`config.mk`:
```
export PLATFORM = sky130hd
export DESIGN_NAME = ad_ip_jesd204_tpl_dac_core
export DESIGN_NICKNAME = d
export VERILOG_FILES = /design/src/rtl/ad_ip_jesd204_tpl_dac_pkg.sv /design/src/rtl/ad_ip_jesd204_tpl_dac_framer.sv /design/src/rtl/ad_ip_jesd204_tpl_dac_core.sv
export SDC_FILE = /design/constraint.sdc
export NUM_CORES = 1
export LEC_CHECK = 0
export ABC_AREA = 0
export BUFFER_PORTS_ARGS = -buffer_cell sky130_fd_sc_hd__buf_2
export CORE_ASPECT_RATIO = 0.7
export CORE_MARGIN = 2
export CORE_UTILIZATION = 45
export DETAILED_ROUTE_END_ITERATION = 7
export GPL_TIMING_DRIVEN = 0
export PLACE_DENSITY = 0.78
export SLEW_MARGIN = 40
export SYNTH_ARGS = -nofsm -noshare
export SYNTH_HDL_FRONTEND = slang
export SYNTH_SLANG_ARGS = --single-unit
```
`constraint.sdc`:
```
create_clock -name clk -period 1.2 [get_ports clk]
set_input_delay 0.24 -clock clk [delete_from_list [all_inputs] [get_ports clk]]
set_output_delay 0.24 -clock clk [all_outputs]
set_load 0.1 [all_outputs]
```
`src/rtl/ad_ip_jesd204_tpl_dac_pkg.sv`:
```
// Shared encodings and PN generator helpers for the JESD204 TPL DAC core.
package ad_ip_jesd204_tpl_dac_pkg;

    typedef enum logic [3:0] {
        SEL_DMA  = 4'd0,
        SEL_PAT  = 4'd1,
        SEL_PN7  = 4'd2,
        SEL_PN15 = 4'd3
    } dac_sel_e;

    typedef enum logic {
        ST_RUN   = 1'b0,
        ST_ARMED = 1'b1
    } sync_state_e;

    localparam int PN_MAX_W = 15;
    localparam int PN7_W    = 7;
    localparam int PN15_W   = 15;
    localparam logic [PN_MAX_W-1:0] PN7_SEED  = {PN_MAX_W{1'b1}} >> (PN_MAX_W - PN7_W);
    localparam logic [PN_MAX_W-1:0] PN15_SEED = {PN_MAX_W{1'b1}} >> (PN_MAX_W - PN15_W);

    // One Fibonacci step of x^w + x^(w-1) + 1; the new bit lands in bit 0.
    function automatic logic [PN_MAX_W-1:0] pn_shift(input logic [PN_MAX_W-1:0] s, input int w);
        logic                nb;
        logic [PN_MAX_W-1:0] mask;
        mask = {PN_MAX_W{1'b1}} >> (PN_MAX_W - w);
        nb   = s[w-1] ^ s[w-2];
        return ((s << 1) | {{(PN_MAX_W-1){1'b0}}, nb}) & mask;
    endfunction

endpackage

```
`src/rtl/ad_ip_jesd204_tpl_dac_framer.sv`:
```
// Registered sample-to-lane-octet mapping; a lane word shorter than the beat is repeated to fill it.
module ad_ip_jesd204_tpl_dac_framer #(
    parameter int NUM_LANES         = 1,
    parameter int NUM_CHANNELS      = 1,
    parameter int SAMPLES_PER_FRAME = 1,
    parameter int BITS_PER_SAMPLE   = 16,
    parameter int OCTETS_PER_BEAT   = 4,
    parameter int DATA_PATH_WIDTH   = 1
) (
    input  logic                                        clk,
    input  logic                                        resetn,
    input  logic                                        en,
    input  logic [NUM_CHANNELS*DATA_PATH_WIDTH*BITS_PER_SAMPLE-1:0] din,
    output logic [NUM_LANES*OCTETS_PER_BEAT*8-1:0]      dout
);

    localparam int F  = NUM_CHANNELS*SAMPLES_PER_FRAME*BITS_PER_SAMPLE/(8*NUM_LANES);
    localparam int LO = DATA_PATH_WIDTH*NUM_CHANNELS*BITS_PER_SAMPLE/(8*NUM_LANES);
    localparam int SB = SAMPLES_PER_FRAME*BITS_PER_SAMPLE;

    logic [NUM_LANES*OCTETS_PER_BEAT*8-1:0] mapped;

    // P is the bit position inside a frame counted from its first-transmitted (MSB) bit.
    for (genvar l = 0; l < NUM_LANES; l++) begin : g_lane
        for (genvar j = 0; j < OCTETS_PER_BEAT; j++) begin : g_oct
            for (genvar b = 0; b < 8; b++) begin : g_bit
                localparam int JJ  = j % LO;
                localparam int FI  = JJ / F;
                localparam int K   = l*F + (JJ % F);
                localparam int P   = K*8 + (7 - b);
                localparam int C   = P / SB;
                localparam int SI  = (P % SB) / BITS_PER_SAMPLE;
                localparam int BB  = P % BITS_PER_SAMPLE;
                localparam int IDX = C*DATA_PATH_WIDTH*BITS_PER_SAMPLE
                                   + (FI*SAMPLES_PER_FRAME + SI)*BITS_PER_SAMPLE
                                   + (BITS_PER_SAMPLE - 1 - BB);
                assign mapped[l*OCTETS_PER_BEAT*8 + j*8 + b] = din[IDX];
            end
        end
    end

    always_ff @(posedge clk) begin
        if (!resetn)  dout <= '0;
        else if (en)  dout <= mapped;
    end

endmodule

```
`src/rtl/ad_ip_jesd204_tpl_dac_core.sv`:
```
// JESD204 TPL DAC core: source mux, sync arming, framer.
// Define TPL_DAC_PN_GEN_EN to include the PN7/PN15 generators.
module ad_ip_jesd204_tpl_dac_core
    import ad_ip_jesd204_tpl_dac_pkg::*;
#(
    parameter int NUM_LANES            = 1,
    parameter int NUM_CHANNELS         = 1,
    parameter int SAMPLES_PER_FRAME    = 1,
    parameter int CONVERTER_RESOLUTION = 14,
    parameter int BITS_PER_SAMPLE      = 16,
    parameter int OCTETS_PER_BEAT      = 4,
    parameter int DATA_PATH_WIDTH      = 1,
    parameter int LINK_DATA_WIDTH      = NUM_LANES*OCTETS_PER_BEAT*8,
    parameter int DMA_DATA_WIDTH       = DATA_PATH_WIDTH*BITS_PER_SAMPLE*NUM_CHANNELS
) (
    input  logic                                    clk,
    input  logic                                    resetn,
    input  logic [NUM_CHANNELS*4-1:0]               dac_data_sel,
    input  logic [NUM_CHANNELS*BITS_PER_SAMPLE-1:0] dac_pat_data,
    output logic [NUM_CHANNELS-1:0]                 dac_valid,
    input  logic [DMA_DATA_WIDTH-1:0]               dac_ddata,
    input  logic                                    dac_sync,
    input  logic                                    dac_external_sync,
    output logic                                    dac_sync_status,
    output logic                                    link_valid,
    input  logic                                    link_ready,
    output logic [LINK_DATA_WIDTH-1:0]              link_data
);

    localparam int CH_W = DATA_PATH_WIDTH*BITS_PER_SAMPLE;
    localparam logic [BITS_PER_SAMPLE-1:0] SMP_MASK =
        {BITS_PER_SAMPLE{1'b1}} << (BITS_PER_SAMPLE - CONVERTER_RESOLUTION);

    logic        pipe_en, armed, ext_q, ext_edge;
    sync_state_e state, state_nxt;
    logic [CH_W-1:0]              pn7_word, pn15_word;
    logic [NUM_CHANNELS*CH_W-1:0] s1_flat;

    assign pipe_en = link_ready | ~link_valid;

    always_ff @(posedge clk) begin
        if (!resetn) link_valid <= 1'b0;
        else         link_valid <= 1'b1;
    end

    always_ff @(posedge clk) begin
        if (!resetn) begin
            ext_q    <= 1'b0;
            ext_edge <= 1'b0;
        end else begin
            ext_q    <= dac_external_sync;
            ext_edge <= dac_external_sync & ~ext_q;
        end
    end

    always_ff @(posedge clk) begin
        if (!resetn) state <= ST_RUN;
        else         state <= state_nxt;
    end

    // A pending arm request outranks a release edge in the same cycle.
    always_comb begin
        state_nxt = state;
        case (state)
            ST_RUN:   if (dac_sync) state_nxt = ST_ARMED;
            ST_ARMED: if (ext_edge && !dac_sync) state_nxt = ST_RUN;
            default:  state_nxt = ST_RUN;
        endcase
    end

    always_comb begin
        armed           = (state == ST_ARMED);
        dac_sync_status = armed;
    end

`ifdef TPL_DAC_PN_GEN_EN
    localparam int PNB = DATA_PATH_WIDTH*CONVERTER_RESOLUTION;

    logic [PN_MAX_W-1:0] pn7_q, pn15_q, pn7_nxt, pn15_nxt;
    logic [PNB-1:0]      pn7_bits, pn15_bits;

    // Earliest generated bit ends up at the MSB of the bit vector.
    always_comb begin
        pn7_nxt   = pn7_q;
        pn15_nxt  = pn15_q;
        pn7_bits  = '0;
        pn15_bits = '0;
        for (int i = 0; i < PNB; i++) begin
            pn7_nxt            = pn_shift(pn7_nxt, PN7_W);
            pn15_nxt           = pn_shift(pn15_nxt, PN15_W);
            pn7_bits[PNB-1-i]  = pn7_nxt[0];
            pn15_bits[PNB-1-i] = pn15_nxt[0];
        end
    end

    always_ff @(posedge clk) begin
        if (!resetn || armed) begin
            pn7_q  <= PN7_SEED;
            pn15_q <= PN15_SEED;
        end else if (pipe_en) begin
            pn7_q  <= pn7_nxt;
            pn15_q <= pn15_nxt;
        end
    end

    for (genvar d = 0; d < DATA_PATH_WIDTH; d++) begin : g_pn_smp
        assign pn7_word[d*BITS_PER_SAMPLE +: BITS_PER_SAMPLE] =
            BITS_PER_SAMPLE'(pn7_bits[PNB-1-d*CONVERTER_RESOLUTION -: CONVERTER_RESOLUTION])
                << (BITS_PER_SAMPLE - CONVERTER_RESOLUTION);
        assign pn15_word[d*BITS_PER_SAMPLE +: BITS_PER_SAMPLE] =
            BITS_PER_SAMPLE'(pn15_bits[PNB-1-d*CONVERTER_RESOLUTION -: CONVERTER_RESOLUTION])
                << (BITS_PER_SAMPLE - CONVERTER_RESOLUTION);
    end
`else
    assign pn7_word  = '0;
    assign pn15_word = '0;
`endif

    for (genvar c = 0; c < NUM_CHANNELS; c++) begin : g_ch
        logic [3:0]      sel;
        logic [CH_W-1:0] src, s1;

        assign sel = dac_data_sel[c*4 +: 4];

        always_comb begin
            case (sel)
                SEL_DMA:  src = dac_ddata[c*CH_W +: CH_W];
                SEL_PAT:  src = {DATA_PATH_WIDTH{dac_pat_data[c*BITS_PER_SAMPLE +: BITS_PER_SAMPLE]}};
                SEL_PN7:  src = pn7_word;
                SEL_PN15: src = pn15_word;
                default:  src = '0;
            endcase
        end

        assign dac_valid[c] = pipe_en & ~armed & resetn & (sel == SEL_DMA);

        always_ff @(posedge clk) begin
            if (!resetn)      s1 <= '0;
            else if (pipe_en) s1 <= armed ? '0 : (src & {DATA_PATH_WIDTH{SMP_MASK}});
        end

        assign s1_flat[c*CH_W +: CH_W] = s1;
    end

    ad_ip_jesd204_tpl_dac_framer #(
        .NUM_LANES         (NUM_LANES),
        .NUM_CHANNELS      (NUM_CHANNELS),
        .SAMPLES_PER_FRAME (SAMPLES_PER_FRAME),
        .BITS_PER_SAMPLE   (BITS_PER_SAMPLE),
        .OCTETS_PER_BEAT   (OCTETS_PER_BEAT),
        .DATA_PATH_WIDTH   (DATA_PATH_WIDTH)
    ) i_framer (
        .clk    (clk),
        .resetn (resetn),
        .en     (pipe_en),
        .din    (s1_flat),
        .dout   (link_data)
    );

endmodule

```
==> metrics.md <==
| Metric | Value |
|---|---|
| Final setup vio count | `1` |
| Clock share of power | `0.407` |
| Critical path peak fanout | `2` |
| DP Area | `0.00197 mm2` |
| Synth unique cells | `20` |
| Num CTS Buffers | `5` |
| Hold Buf Count CTS | `0` |
| Tot Pwr | `about 0.0025 W` |
| CP Capture Type | `output port` |
| Unrepaired setup endpoints after global routing | `yes` |
| Sequential cell area fraction in the yosys report | `0.429` |
| Worst path max stage delay | `about 0.35 ns` |
| Most frequent cells in the layout | `42 x nand2_1, 37 x buf_4, 36 x buf_2` |
| CTS tree | `built` |
| Fmax | `approximately 650 MHz` |
| Sequential Area | `approximately 700 um2` |
| Maxcap violations | `0` |
| Type of the worst setup path | `reg -> out` |
| Hold endpoint | `link_valid` |
| Leakage | `around 1 nW` |
| Largest net degree at the start of global routing | `11` |
| Post-DR wirelength/cell | `12.0 um` |
| Crit path arrival time | `1.29 ns` |
| Die width | `72.8 um` |
| Final WL | `~3400 um` |
| DR DRC count | `0` |
| Clock skew | `0.00477 ns` |
| Longest Clk Path Bufs | `2` |
| Place WS | `-0.562 ns` |
| Core area | `between 0.003 and 0.004 mm2` |
| Syn. warnings | `0` |
| Status | `complete, but fails checks` |
| Worst skew pair latency | `about 0.28 ns` |
| Global-route wire length before repair | `around 5700 um` |
| Crit-path cells | `nor4_4, and4b_4, buf_12` |
| Slowest-stage cell, CP | `dfxtp_4` |
| Initial antenna violation count | `0` |
| P_sw | `~0.00065 W` |
| Die Y | `~52 um` |
| Final period utilization | `1.27` |
| Reg2Reg Launch Point | `dac_sync_status` |
| I/O pin count | `76` |
| Netlist area before placement | `0.00149 mm2` |
| Multi-input logic area | `663 um2` |
| Ant. Diodes | `0` |
| Seq pwr share | `0.423` |
| Drt first-iter violations | `48` |
| Comb pwr share | `0.170` |
| PD cells | `between 1000 and 1500 mW/mm2` |
| Post-layout min period | `1.53 ns` |
| Commonest non-fill, non-tap cell in the layout | `nand2_1` |
| Syn Inst Count | `170` |
| Setup ws final | `-0.329 ns` |
| FF+latch count, synth | `32` |
| H-tree levels | `2` |
| Gr usage total | `0.197` |
| Worst r2r dst | `g_ch[0].s1[9]` |
| NumNets Final | `roughly 290` |
| Final Max Tran Viols | `0` |
| Site Rows | `17` |
| Final Instance Area | `between 0.002 and 0.0025 mm2` |
| Syn Area/Cell | `about 9 um2` |
| Routed vias | `between 1,000 and 1,500` |
| Hold Vio Cnt, Final | `0` |
| Hold Startpoint | `resetn` |
| DRT Pass-1 Iters | `4` |
| Internal power | `around 0.0019 W` |
| Clk slew on worst S/H paths | `around 0.070 ns` |
| Clk sinks | `32` |
| R2R setup slack | `approximately 0.080 ns` |
| ANT nets after route | `0` |
| Length in cells of the worst reg-to-reg path | `5` |
| Hold Crit Class | `in -> reg` |
| Port bufs | `66` |
| Switching part of the total | `0.258` |
| GPL Wtd Cong | `~0.74` |
| Failing checks | `setup timing` |
| Area Growth Syn to Fin | `54.1%` |
| Max VDD drop | `between 0.6 and 0.7 mV` |
| Starting Density | `0.471` |
| CP Buf/Inv Count | `1` |
| Final Util | `0.726` |
| CP Launch Type | `register` |
| CP required | `0.96 ns` |
| Root Buffer | `clkbuf_8` |
| DPL Wire Length | `about 2400 um` |
| Layout cell share with drive strength beyond 1 | `0.554` |
| CP top delay family | `simple AND/OR/NAND/NOR gates` |
| Vias in the first global route | `~1,300` |
| Filler instances | `234` |
| Full die area | `roughly 0.0038 mm2` |
| Routed vias/inst | `4.70` |
| Hold Crit Depth | `1` |
| Gr ovfl total | `0` |
==> synthesized netlist by cell type <==
library cell	count	area share
a21boi_0	14	0.070
and2_1	1	0.0042
and4b_1	1	0.0067
buf_2	5	0.017
buf_4	19	0.096
buf_6	2	0.015
clkbuf_1	3	0.0075
clkbuf_2	1	0.0033
conb_1	1	0.0025
dfxtp_1	32	0.43
mux2_2	14	0.11
nand2_1	43	0.11
nand2b_1	1	0.0042
nand3_1	14	0.047
nor2b_1	3	0.013
nor4_4	1	0.014
o21a_1	1	0.0050
o21ai_0	3	0.010
o21ai_1	9	0.030
o21ai_2	2	0.012
==> worst max path at each step <==
stage / slack, ns / from / depth (start not counted) / end
after global placement: -0.56 / dac_data_sel[1] / 4 / dac_valid
after floorplan: -0.27 / dac_sync_status / 2 / dac_valid
after detailed placement: -0.56 / dac_data_sel[1] / 4 / dac_valid
final: -0.33 / dac_sync_status / 3 / dac_valid
after global routing: -0.37 / dac_sync_status / 3 / dac_valid
after CTS: -0.41 / dac_sync_status / 3 / dac_valid
==> metrics by stage <==
step / hold slack (ns) / std cells / TNS (ns)
floorplan: 0.268 / 173 / -0.284
global placement: 0.371 / 277 / -0.947
CTS: 0.149 / 287 / -0.410
finish: 0.156 / 287 / -0.329
detailed placement: 0.382 / 277 / -1.04
global route: 0.146 / 287 / -0.372
==> per-layer routing <==
| layer | track usage | routed length [um] | share of wire | vias to the layer above |
|---|---|---|---|---|
| met5 | 0 | 0 | 0 | - |
| met4 | 0.0401 | 19 | 0.0055 | 0 |
| met3 | 0.0577 | 230 | 0.067 | 3 |
| met2 | 0.338 | 1650 | 0.48 | 49 |
| met1 | 0.248 | 1530 | 0.45 | 597 |
| li1 | - | - | - | 700 |
==> sequential cells by signal (all words and copies together), names as in the netlist <==
signal and flops:
ext_q 1, g_ch.s1 14, link_valid 1, ext_edge 1
dac_sync_status 1, i_framer.dout 14
==> timing repair <==
action	CTS	global route
gates cloned	0	0
buffers inserted	2	0
endpoints found under the setup margin	31	25
resized for setup	50	12
pin swaps	2	2
hold endpoints to repair	0	0
==> cells by family (layout without fill, tap and decap cells) <==
logic type / after synthesis / count (layout) / share of synthesized area
AO/OA/AOI/OAI: 29 / 29 / 0.127
buffers and inverters: 30 / 106 / 0.138
flip-flops: 32 / 32 / 0.429
multiplexers: 14 / 14 / 0.106
other: 1 / 4 / 0.00251
AND/OR/NAND/NOR: 64 / 64 / 0.197
==> cell type report <==
cell class / instances / area share
Buffer: 30 / 0.101
Multi-Input combinational cell: 111 / 0.288
Sequential cell: 32 / 0.305
Timing Repair Buffer: 68 / 0.232
Tap cell: 38 / 0.0207
Clock buffer: 8 / 0.0528
==> power groups by stage <==
stage	logic, W	clock network, W	registers (W)
after CTS	0.000420	0.00104	0.00106
final	0.000427	0.00102	0.00106
after global routing	0.000453	0.00109	0.00106
after global placement	0.000393	0	0.00109
after detailed placement	0.000396	0	0.00109
after floorplan	0.000238	0	0.00114
(Power assumes the default switching activity.)
